==> src/rtl/wb_sevenseg_if.sv <==
// Wishbone slave bus bundle for the seven-segment display controller.
interface wb_sevenseg_if;
    logic [31:0] wb_adr_i;
    logic [31:0] wb_dat_i;
    logic [31:0] wb_dat_o;
    logic [3:0]  wb_sel_i;
    logic        wb_stb_i;
    logic        wb_cyc_i;
    logic        wb_we_i;
    logic        wb_ack_o;

    modport master (
        output wb_adr_i, wb_dat_i, wb_sel_i, wb_stb_i, wb_cyc_i, wb_we_i,
        input  wb_dat_o, wb_ack_o
    );

    modport slave (
        input  wb_adr_i, wb_dat_i, wb_sel_i, wb_stb_i, wb_cyc_i, wb_we_i,
        output wb_dat_o, wb_ack_o
    );
endinterface

==> src/rtl/wb_sevenseg.sv <==
// Wishbone-mapped 4-digit seven-segment driver with autonomous scan and
// per-digit PWM dimming. All pin outputs are registered.
module wb_sevenseg #(
    parameter int clk_freq = 50000000,
    parameter int scan_hz  = 1000
) (
    input  logic         clk,
    input  logic         reset,
    wb_sevenseg_if.slave bus,
    output logic [6:0]   seg,
    output logic         dp,
    output logic [3:0]   an
);
    localparam int DIV = clk_freq / (scan_hz * 16);
    localparam int DW  = (DIV > 2) ? $clog2(DIV) : 1;
    localparam logic [DW-1:0] DIV_LAST = DW'(DIV - 1);

    // register file
    logic        ctrl_en, ctrl_raw;
    logic [3:0]  blank, dp_on, bright;
    logic [15:0] value;
    logic [27:0] raw;

    // scan state
    logic [DW-1:0] div_cnt;
    logic [3:0]    tick;
    logic [1:0]    digit;
    logic          toggle;

    logic        req;
    logic [31:0] rd_data;
    logic        lit;
    logic [3:0]  nib;
    logic [6:0]  hex_seg, raw_seg;
    logic [6:0]  seg_next;
    logic        dp_next;
    logic [3:0]  an_next;

    // Address/data bits outside the decoded fields are intentionally ignored.
    logic unused_bits;
    assign unused_bits = ^{bus.wb_adr_i[31:5], bus.wb_adr_i[1:0], bus.wb_dat_i[31:28],
                           bus.wb_dat_i[3:2]};

    // A new access is one not already being acknowledged; this gives the
    // every-other-cycle ack pattern under a continuously held strobe.
    assign req = bus.wb_stb_i & bus.wb_cyc_i & ~bus.wb_ack_o;

    // Read mux; unmapped slots and reserved bits return zero.
    always_comb begin
        rd_data = '0;
        case (bus.wb_adr_i[4:2])
            3'd0: rd_data = {20'd0, dp_on, blank, 2'b00, ctrl_raw, ctrl_en};
            3'd1: rd_data = {16'd0, value};
            3'd2: rd_data = {4'd0, raw};
            3'd3: rd_data = {28'd0, bright};
            3'd4: rd_data = {23'd0, toggle, 6'd0, digit};
            default: rd_data = '0;
        endcase
    end

    // Bus handshake, registered read data and byte-lane register writes.
    always_ff @(posedge clk) begin
        if (reset) begin
            bus.wb_ack_o <= 1'b0;
            bus.wb_dat_o <= '0;
            ctrl_en      <= 1'b0;
            ctrl_raw     <= 1'b0;
            blank        <= '0;
            dp_on        <= '0;
            value        <= '0;
            raw          <= '0;
            bright       <= 4'hF;
        end else begin
            bus.wb_ack_o <= req;
            bus.wb_dat_o <= req ? rd_data : '0;
            if (req && bus.wb_we_i) begin
                case (bus.wb_adr_i[4:2])
                    3'd0: begin
                        if (bus.wb_sel_i[0]) begin
                            ctrl_en  <= bus.wb_dat_i[0];
                            ctrl_raw <= bus.wb_dat_i[1];
                            blank    <= bus.wb_dat_i[7:4];
                        end
                        if (bus.wb_sel_i[1]) dp_on <= bus.wb_dat_i[11:8];
                    end
                    3'd1: begin
                        if (bus.wb_sel_i[0]) value[7:0]  <= bus.wb_dat_i[7:0];
                        if (bus.wb_sel_i[1]) value[15:8] <= bus.wb_dat_i[15:8];
                    end
                    3'd2: begin
                        if (bus.wb_sel_i[0]) raw[7:0]   <= bus.wb_dat_i[7:0];
                        if (bus.wb_sel_i[1]) raw[15:8]  <= bus.wb_dat_i[15:8];
                        if (bus.wb_sel_i[2]) raw[23:16] <= bus.wb_dat_i[23:16];
                        if (bus.wb_sel_i[3]) raw[27:24] <= bus.wb_dat_i[27:24];
                    end
                    3'd3: if (bus.wb_sel_i[0]) bright <= bus.wb_dat_i[3:0];
                    default: ;
                endcase
            end
        end
    end

    // Free-running scan: prescaler -> 16 PWM ticks per slot -> 4 digit slots.
    always_ff @(posedge clk) begin
        if (reset) begin
            div_cnt <= '0;
            tick    <= '0;
            digit   <= '0;
            toggle  <= 1'b0;
        end else if (div_cnt == DIV_LAST) begin
            div_cnt <= '0;
            tick    <= tick + 4'd1;
            if (tick == 4'hF) begin
                digit <= digit + 2'd1;
                if (digit == 2'd3) toggle <= ~toggle;
            end
        end else begin
            div_cnt <= div_cnt + 1'b1;
        end
    end

    // Next pin values; tick 15 is always dark so adjacent digits never ghost.
    always_comb begin
        lit     = ctrl_en & ~blank[digit] & (tick <= bright) & (tick != 4'hF);
        nib     = value[4*digit +: 4];
        raw_seg = ~raw[7*digit +: 7];
        case (nib)
            4'h0: hex_seg = 7'h40;
            4'h1: hex_seg = 7'h79;
            4'h2: hex_seg = 7'h24;
            4'h3: hex_seg = 7'h30;
            4'h4: hex_seg = 7'h19;
            4'h5: hex_seg = 7'h12;
            4'h6: hex_seg = 7'h02;
            4'h7: hex_seg = 7'h78;
            4'h8: hex_seg = 7'h00;
            4'h9: hex_seg = 7'h10;
            4'hA: hex_seg = 7'h08;
            4'hB: hex_seg = 7'h03;
            4'hC: hex_seg = 7'h46;
            4'hD: hex_seg = 7'h21;
            4'hE: hex_seg = 7'h06;
            default: hex_seg = 7'h0E;
        endcase
        seg_next = 7'h7F;
        dp_next  = 1'b1;
        an_next  = 4'hF;
        if (lit) begin
            seg_next = ctrl_raw ? raw_seg : hex_seg;
            dp_next  = ~dp_on[digit];
            an_next  = ~(4'b0001 << digit);
        end
    end

    // Pin registers.
    always_ff @(posedge clk) begin
        if (reset) begin
            seg <= 7'h7F;
            dp  <= 1'b1;
            an  <= 4'hF;
        end else begin
            seg <= seg_next;
            dp  <= dp_next;
            an  <= an_next;
        end
    end
endmodule

==> src/flat_wrapper.sv <==
// flat-port wrapper written by rule: the top's interface ports become plain ports
module wb_sevenseg_flat 
#(
    parameter int clk_freq = 50000000,
    parameter int scan_hz  = 1000
)
  (clk, reset, seg, dp, an, bus_wb_adr_i, bus_wb_dat_i, bus_wb_sel_i, bus_wb_stb_i, bus_wb_cyc_i, bus_wb_we_i, bus_wb_dat_o, bus_wb_ack_o);
  wb_sevenseg_if bus_i ();
  input  logic clk;
  input  logic reset;
  output logic [6:0] seg;
  output logic dp;
  output logic [3:0] an;
  input wire logic [$bits(bus_i.wb_adr_i)-1:0] bus_wb_adr_i;
  input wire logic [$bits(bus_i.wb_dat_i)-1:0] bus_wb_dat_i;
  input wire logic [$bits(bus_i.wb_sel_i)-1:0] bus_wb_sel_i;
  input wire logic [$bits(bus_i.wb_stb_i)-1:0] bus_wb_stb_i;
  input wire logic [$bits(bus_i.wb_cyc_i)-1:0] bus_wb_cyc_i;
  input wire logic [$bits(bus_i.wb_we_i)-1:0] bus_wb_we_i;
  output wire logic [$bits(bus_i.wb_dat_o)-1:0] bus_wb_dat_o;
  output wire logic [$bits(bus_i.wb_ack_o)-1:0] bus_wb_ack_o;
  assign bus_i.wb_adr_i = bus_wb_adr_i;
  assign bus_i.wb_dat_i = bus_wb_dat_i;
  assign bus_i.wb_sel_i = bus_wb_sel_i;
  assign bus_i.wb_stb_i = bus_wb_stb_i;
  assign bus_i.wb_cyc_i = bus_wb_cyc_i;
  assign bus_i.wb_we_i = bus_wb_we_i;
  assign bus_wb_dat_o = bus_i.wb_dat_o;
  assign bus_wb_ack_o = bus_i.wb_ack_o;
  wb_sevenseg #(.clk_freq(clk_freq), .scan_hz(scan_hz)) u_core (.clk(clk), .reset(reset), .bus(bus_i), .seg(seg), .dp(dp), .an(an));
endmodule
==> config.mk <==
export PLATFORM = sky130hd
export DESIGN_NAME = wb_sevenseg_flat
export DESIGN_NICKNAME = d
export VERILOG_FILES = /design/src/rtl/wb_sevenseg_if.sv /design/src/rtl/wb_sevenseg.sv /design/src/flat_wrapper.sv
export SDC_FILE = /design/constraint.sdc
export NUM_CORES = 1
export LEC_CHECK = 0
export CAP_MARGIN = 20
export CORE_AREA = 2 2 110 112
export CTS_CLUSTER_DIAMETER = 30
export DETAILED_ROUTE_END_ITERATION = 7
export DIE_AREA = 0 0 112 114
export PLACE_DENSITY = 0.76
export SETUP_SLACK_MARGIN = 0.05
export SYNTH_ARGS = -nofsm -noshare
export SYNTH_HDL_FRONTEND = slang
export SYNTH_SLANG_ARGS = --single-unit
==> constraint.sdc <==
create_clock -name clk -period 2.25 [get_ports clk]
set_input_delay 0.225 -clock clk [delete_from_list [all_inputs] [get_ports clk]]
set_output_delay 0.225 -clock clk [all_outputs]
set_load 0.01 [all_outputs]
After elaboration in Yosys (flattened, before gate mapping)
Memories as Yosys holds them, arrays and structs flattened.
Index checks and enable logic that the tools add are counted.
{"block": "word_totals", "register_bits": 122, "romBits": 112, "input_bits": 73, "out_inout_bits": 45, "mem_count": 1}
{"name": "(no name shown)", "depth": 16, "width": 7, "rd": 1, "rd_ports_with_merged_regs": 0, "write_ports": 0, "line": "wb_sevenseg.sv:127", "text": "case (nib)"}
{"block": "classes", "n_addsub": 3, "mul": 1, "n_lt_le_gt_ge": 2, "eq_ne": 8, "n_shift": 3, "n_mux": 6, "bitwise": 13, "reduce_logical": 16}
{"op": "28-bit case mux with 5 select lines", "n": 1}
{"op": "3-bit AND reduction", "n": 10}
{"op": "28-bit by 6-bit variable part select with 7-bit output", "n": 1}
{"op": "16-bit by 5-bit variable part select with 4-bit output", "n": 1}
{"op": "12-bit by 1-bit adder with 12-bit output (second input constant)", "n": 1}
{"op": "12-bit equality test (second input constant)", "n": 1}
{"op": "7-bit 2-to-1 mux", "n": 1}
{"op": "7-bit inverter", "n": 1}
{"op": "3-bit by 2-bit equality test with 1-bit output (second input constant)", "n": 2}
{"op": "1-bit inverter", "n": 6}
{"op": "2-bit OR reduction", "n": 3}
{"op": "1-bit bitwise AND", "n": 5}
{"op": "3-bit by 2-bit multiplier with 5-bit output (first input constant)", "n": 1}
{"op": "4-bit by 1-bit adder with 4-bit output (second input constant)", "n": 1}
{"op": "1-bit binary-select mux with 2-bit select", "n": 2}
{"op": "4-bit equality test (second input constant)", "n": 1}
{"op": "4-bit <= comparator", "n": 1}
{"op": "4-bit inequality test (second input constant)", "n": 1}
{"op": "4-bit inverter", "n": 1}
{"op": "1-bit by 2-bit left shift with 4-bit output (first input constant)", "n": 1}
{"op": "3-bit by 1-bit equality test with 1-bit output (second input constant)", "n": 1}
{"op": "3-bit equality test (second input constant)", "n": 1}
{"op": "3-bit logical NOT", "n": 1}
{"op": "2-bit by 3-bit less-than comparator with 1-bit output (second input constant)", "n": 1}
{"op": "other kinds (5)", "n": 6}

Longest topological paths before layout
{"block": "logic_depth", "depth_word": 8, "ltp_mapped": 10, "ltp_nobuf": 8}

Worst setup path after synthesis
Ideal clock, no wire load.
{"block": "synth_timing", "path_kind": "reg2reg", "from": "reg u_core.digit[1]", "to": "reg u_core.seg[1]", "arrival_time_ps": 1987, "t_required_ps": 2129, "setup_slack_ps": 141, "stages_incl_launch_ff": 10, "path_buffers": 2, "period_less_slack_ps": 2109, "cell_sequence": "dfxtp_1 > buf_2 > buf_2 > mux4_1 > inv_1 > ha_1 > nor2_1 > nor2_1 > a221oi_1 > nand2_1"}
{"block": "synth_via", "elab_chain_cells": 8, "word_cells_on_any_way": 14, "cone_classes": "1 x mul; 2 x shift; 3 x mux; 6 x bitwise; 1 x reduce/logical; 1 x memory"}
{"item": "from (decl)", "line": "wb_sevenseg.sv:27", "text": "logic [1:0] digit;"}
{"item": "from (signal assigned)", "line": "wb_sevenseg.sv:114", "text": "digit <= digit + 2'd1;"}
{"item": "branches (longest 8 deep; another with 3-bit by 2-bit multiplier with 5-bit output)"}
{"item": "to (signal assigned)", "line": "wb_sevenseg.sv:162", "text": "seg <= seg_next;"}
{"item": "to (decl)", "line": "wb_sevenseg.sv:10", "text": "output logic [6:0] seg,"}
Parallel ways; which one is timed is not known. The select of a mux whose other input is x is not followed.
A chain may end at the register's enable or synchronous reset.

Worst setup path after layout
{"block": "layout_timing", "from": "reg u_core.digit[0]", "to": "reg u_core.seg[3]"}
Same word-level chain as after synthesis.

==> reports/qor.txt <==
outcome = complete, no violations
Post-Synth Simple-Gate Area = 18.1%
largest net degree at the start of global routing = 54
die width = 112 um
num ports = 118
main area contributors after synthesis = dfxtp_1 (45%), mux2i_1 (10%), nor2_1 (6.5%)
CTS clock-pin slew for the worst setup and hold paths = 0.05 ns
Worst Skew = 0.00744 ns
met2 Track Usage GR = 37.3%
First-pass DRT Iterations = 5
Synth Instances = 549
vias = 4,417
initial DRC count = 304
# port buffers = 80
ANT nets after route = 0
Vias/cell = 5.54
met1 global-route usage = 26.1%
first-pass GRT wire length = 21,900 um
largest family of logic cells by synthesized area = simple AND/OR/NAND/NOR gates
remaining global-route overflow = 0
Routed Wire Length = 13,500 um
met3 usage = 5.53%
Startpoint Class = flop
synthesized area = 0.00527 mm2
DP HPWL = 9850 um
fin nets = 728
most frequent cells in the layout = dfxtp_1 (117), nor2_1 (91), clkdlybuf4s50_1 (79)
CTS Sinks = 118
Fmax = 484 MHz
Setup crit end kind = flop
Longest Clk Path Bufs = 2
fin crit share = 91.8%
sequential element share of the synthesized area = 44.9%
post-synthesis adder-cell area fraction = 4.04%
Worst Max-Slew Pin Slew = 0.639 ns
FF+latch count, synth = 118
htree depth = 4
clock period minus worst slack = 2.07 ns
CTS root buffer = clkbuf_16
Syn-to-layout area delta = 30.1%
leading area contributor after synthesis = dfxtp_1
syn avg cell area = 9.59 um2
core area = 0.0117 mm2
final core occ = 58.5%
post-synth top area share = 44.9%
P_leak = 0.00287 uW
Max Fanout on Critical Path = 10
Sum Neg Setup Slack = 0 ns
mux cell area share after synthesis = 17.3%
unrepaired setup endpoints after global routing = false
postcts setup bufs = 0
final hold viol count = 0
kind of critical path = flop to flop
compound-cell area share of the yosys netlist = 7.56%
CTS tree = built
initial antenna violation count = 0
xor-xnor portion of the synthesized cell area = 3.16%
Ys Warns = 0
vias in the first global route = 4,284
drt wl/cell = 16.9 um
Post-synth top flop = dfxtp_1
most common cell after layout, fill and taps aside = dfxtp_1
WP data arrival = 2.34 ns
FP Rows = 40
total track usage = 21.8%
gr busiest metal = met2
Post-synth EDFFs = 0
Clock Latency Late Sink = 0.41 ns
die footprint = 0.0128 mm2
hold_buf cts = 0
Max Cap Viol = 0
ANT cells = 0
Die Y = 114 um
# DRC = 0
layout cells sized above 1 = 11.8%
Placer Congestion = 1.01
Pwr Density = 715 mW/mm2
Async SR Flop Fraction = 0%
Synth cell types = 48
CP Data Required Time = 2.52 ns
TritonCTS buffer count = 17
VDD IR max = 0.459 mV
worst hold path class = input port to flop
relative slew slack = 57.3%
Setup-failing EPs final = 0
Final Max Tran Viols = 0
initial core utilization = 45.0%
## layer usage
metal | up-vias | routed length, um
met3 | 36 | 955
li1 | 2079 | -
met4 | 0 | 403
met2 | 166 | 6670
met1 | 2136 | 5430
met5 | - | 0
## state kept, by name (all words and copies together) (netlist names), 7 cells and up
register / cells
u_core.div_cnt: 12
u_core.raw: 28
u_core.value: 16
u_core.bus.wb_dat_o: 28
u_core.seg: 7
## final timing paths
path | cells after the start | slack [ns] | endpoint | start
min reg2reg | 1 | 0.45 | u_core.div_cnt[0] | u_core.div_cnt[0]
max reg2reg | 6 | 0.18 | u_core.seg[3] | u_core.digit[0]
max | 6 | 0.18 | u_core.seg[3] | u_core.digit[0]
min | 2 | 0.19 | u_core.raw[19] | reset
## synthesized netlist by cell type, drive strengths merged (2+ instances only)
cell       n
buf       19
a211o      4
xnor2      8
mux2       4
a22oi      8
nand3     25
nand2b     4
a21oi     32
nand4      4
a32oi      3
o2bb2ai    2
nor3       4
ha        17
mux2i     53
inv       19
and3      15
nand3b     4
nor2b      4
dfxtp    118
a31oi      3
a32o       2
nor2      91
o21ai      5
xor2      11
and4       3
mux4      14
and2       2
clkbuf    19
nand2     40
## where the power goes
part	switching (uW)	total, uW	internal [uW]
Clock	892	2560	1670
Sequential	10.2	2110	2100
Combinational	114	222	108
Total	1020	4900	3880
## repair_timing
item                       4_1_cts  5_1_grt
hold endpoints to repair         0        0
gates resized for setup          1        4
setup endpoints to repair        1        2
## through the flow
stage	cells	worst slack, ns	power (uW)	hold WS, ns	area, um2
after floorplan	552	0.141	2260	0.369	5280
after global placement	766	0.0815	2370	0.439	6270
after detailed placement	766	0.0684	2380	0.450	6270
after CTS	797	0.125	4930	0.179	6840
after global routing	797	0.0674	5050	0.176	6850
final	797	0.185	4900	0.188	6850
## worst max-delay path, cell delays in order, from the launching register on
cell	delay [ns]
dfxtp_2	0.38
buf_4	0.21
mux4_1	0.64
buf_4	0.21
nor2_1	0.18
a32o_1	0.22
o21ai_0	0.09
## cells by family (layout without fill, tap and decap cells)
| logic type | Yosys count | count (layout) |
|---|---|---|
| flops | 118 | 118 |
| xor+xnor | 19 | 19 |
| other cells | 1 | 4 |
| fa+ha+maj | 17 | 17 |
| buf+inv | 57 | 155 |
| compound gates | 63 | 63 |
| simple gates | 203 | 203 |
| mux | 71 | 71 |
## area by class of cell
cell class                 instances  area, um2
sequential                       118       2360
clock buffer                      22        464
inverter                          19       71.3
multi-input combinational        377       2670
fill                            1008       4860
clock inverter                     9        103
tap                              147        184
timing repair buffer             105        996
(Power assumes the default switching activity.)
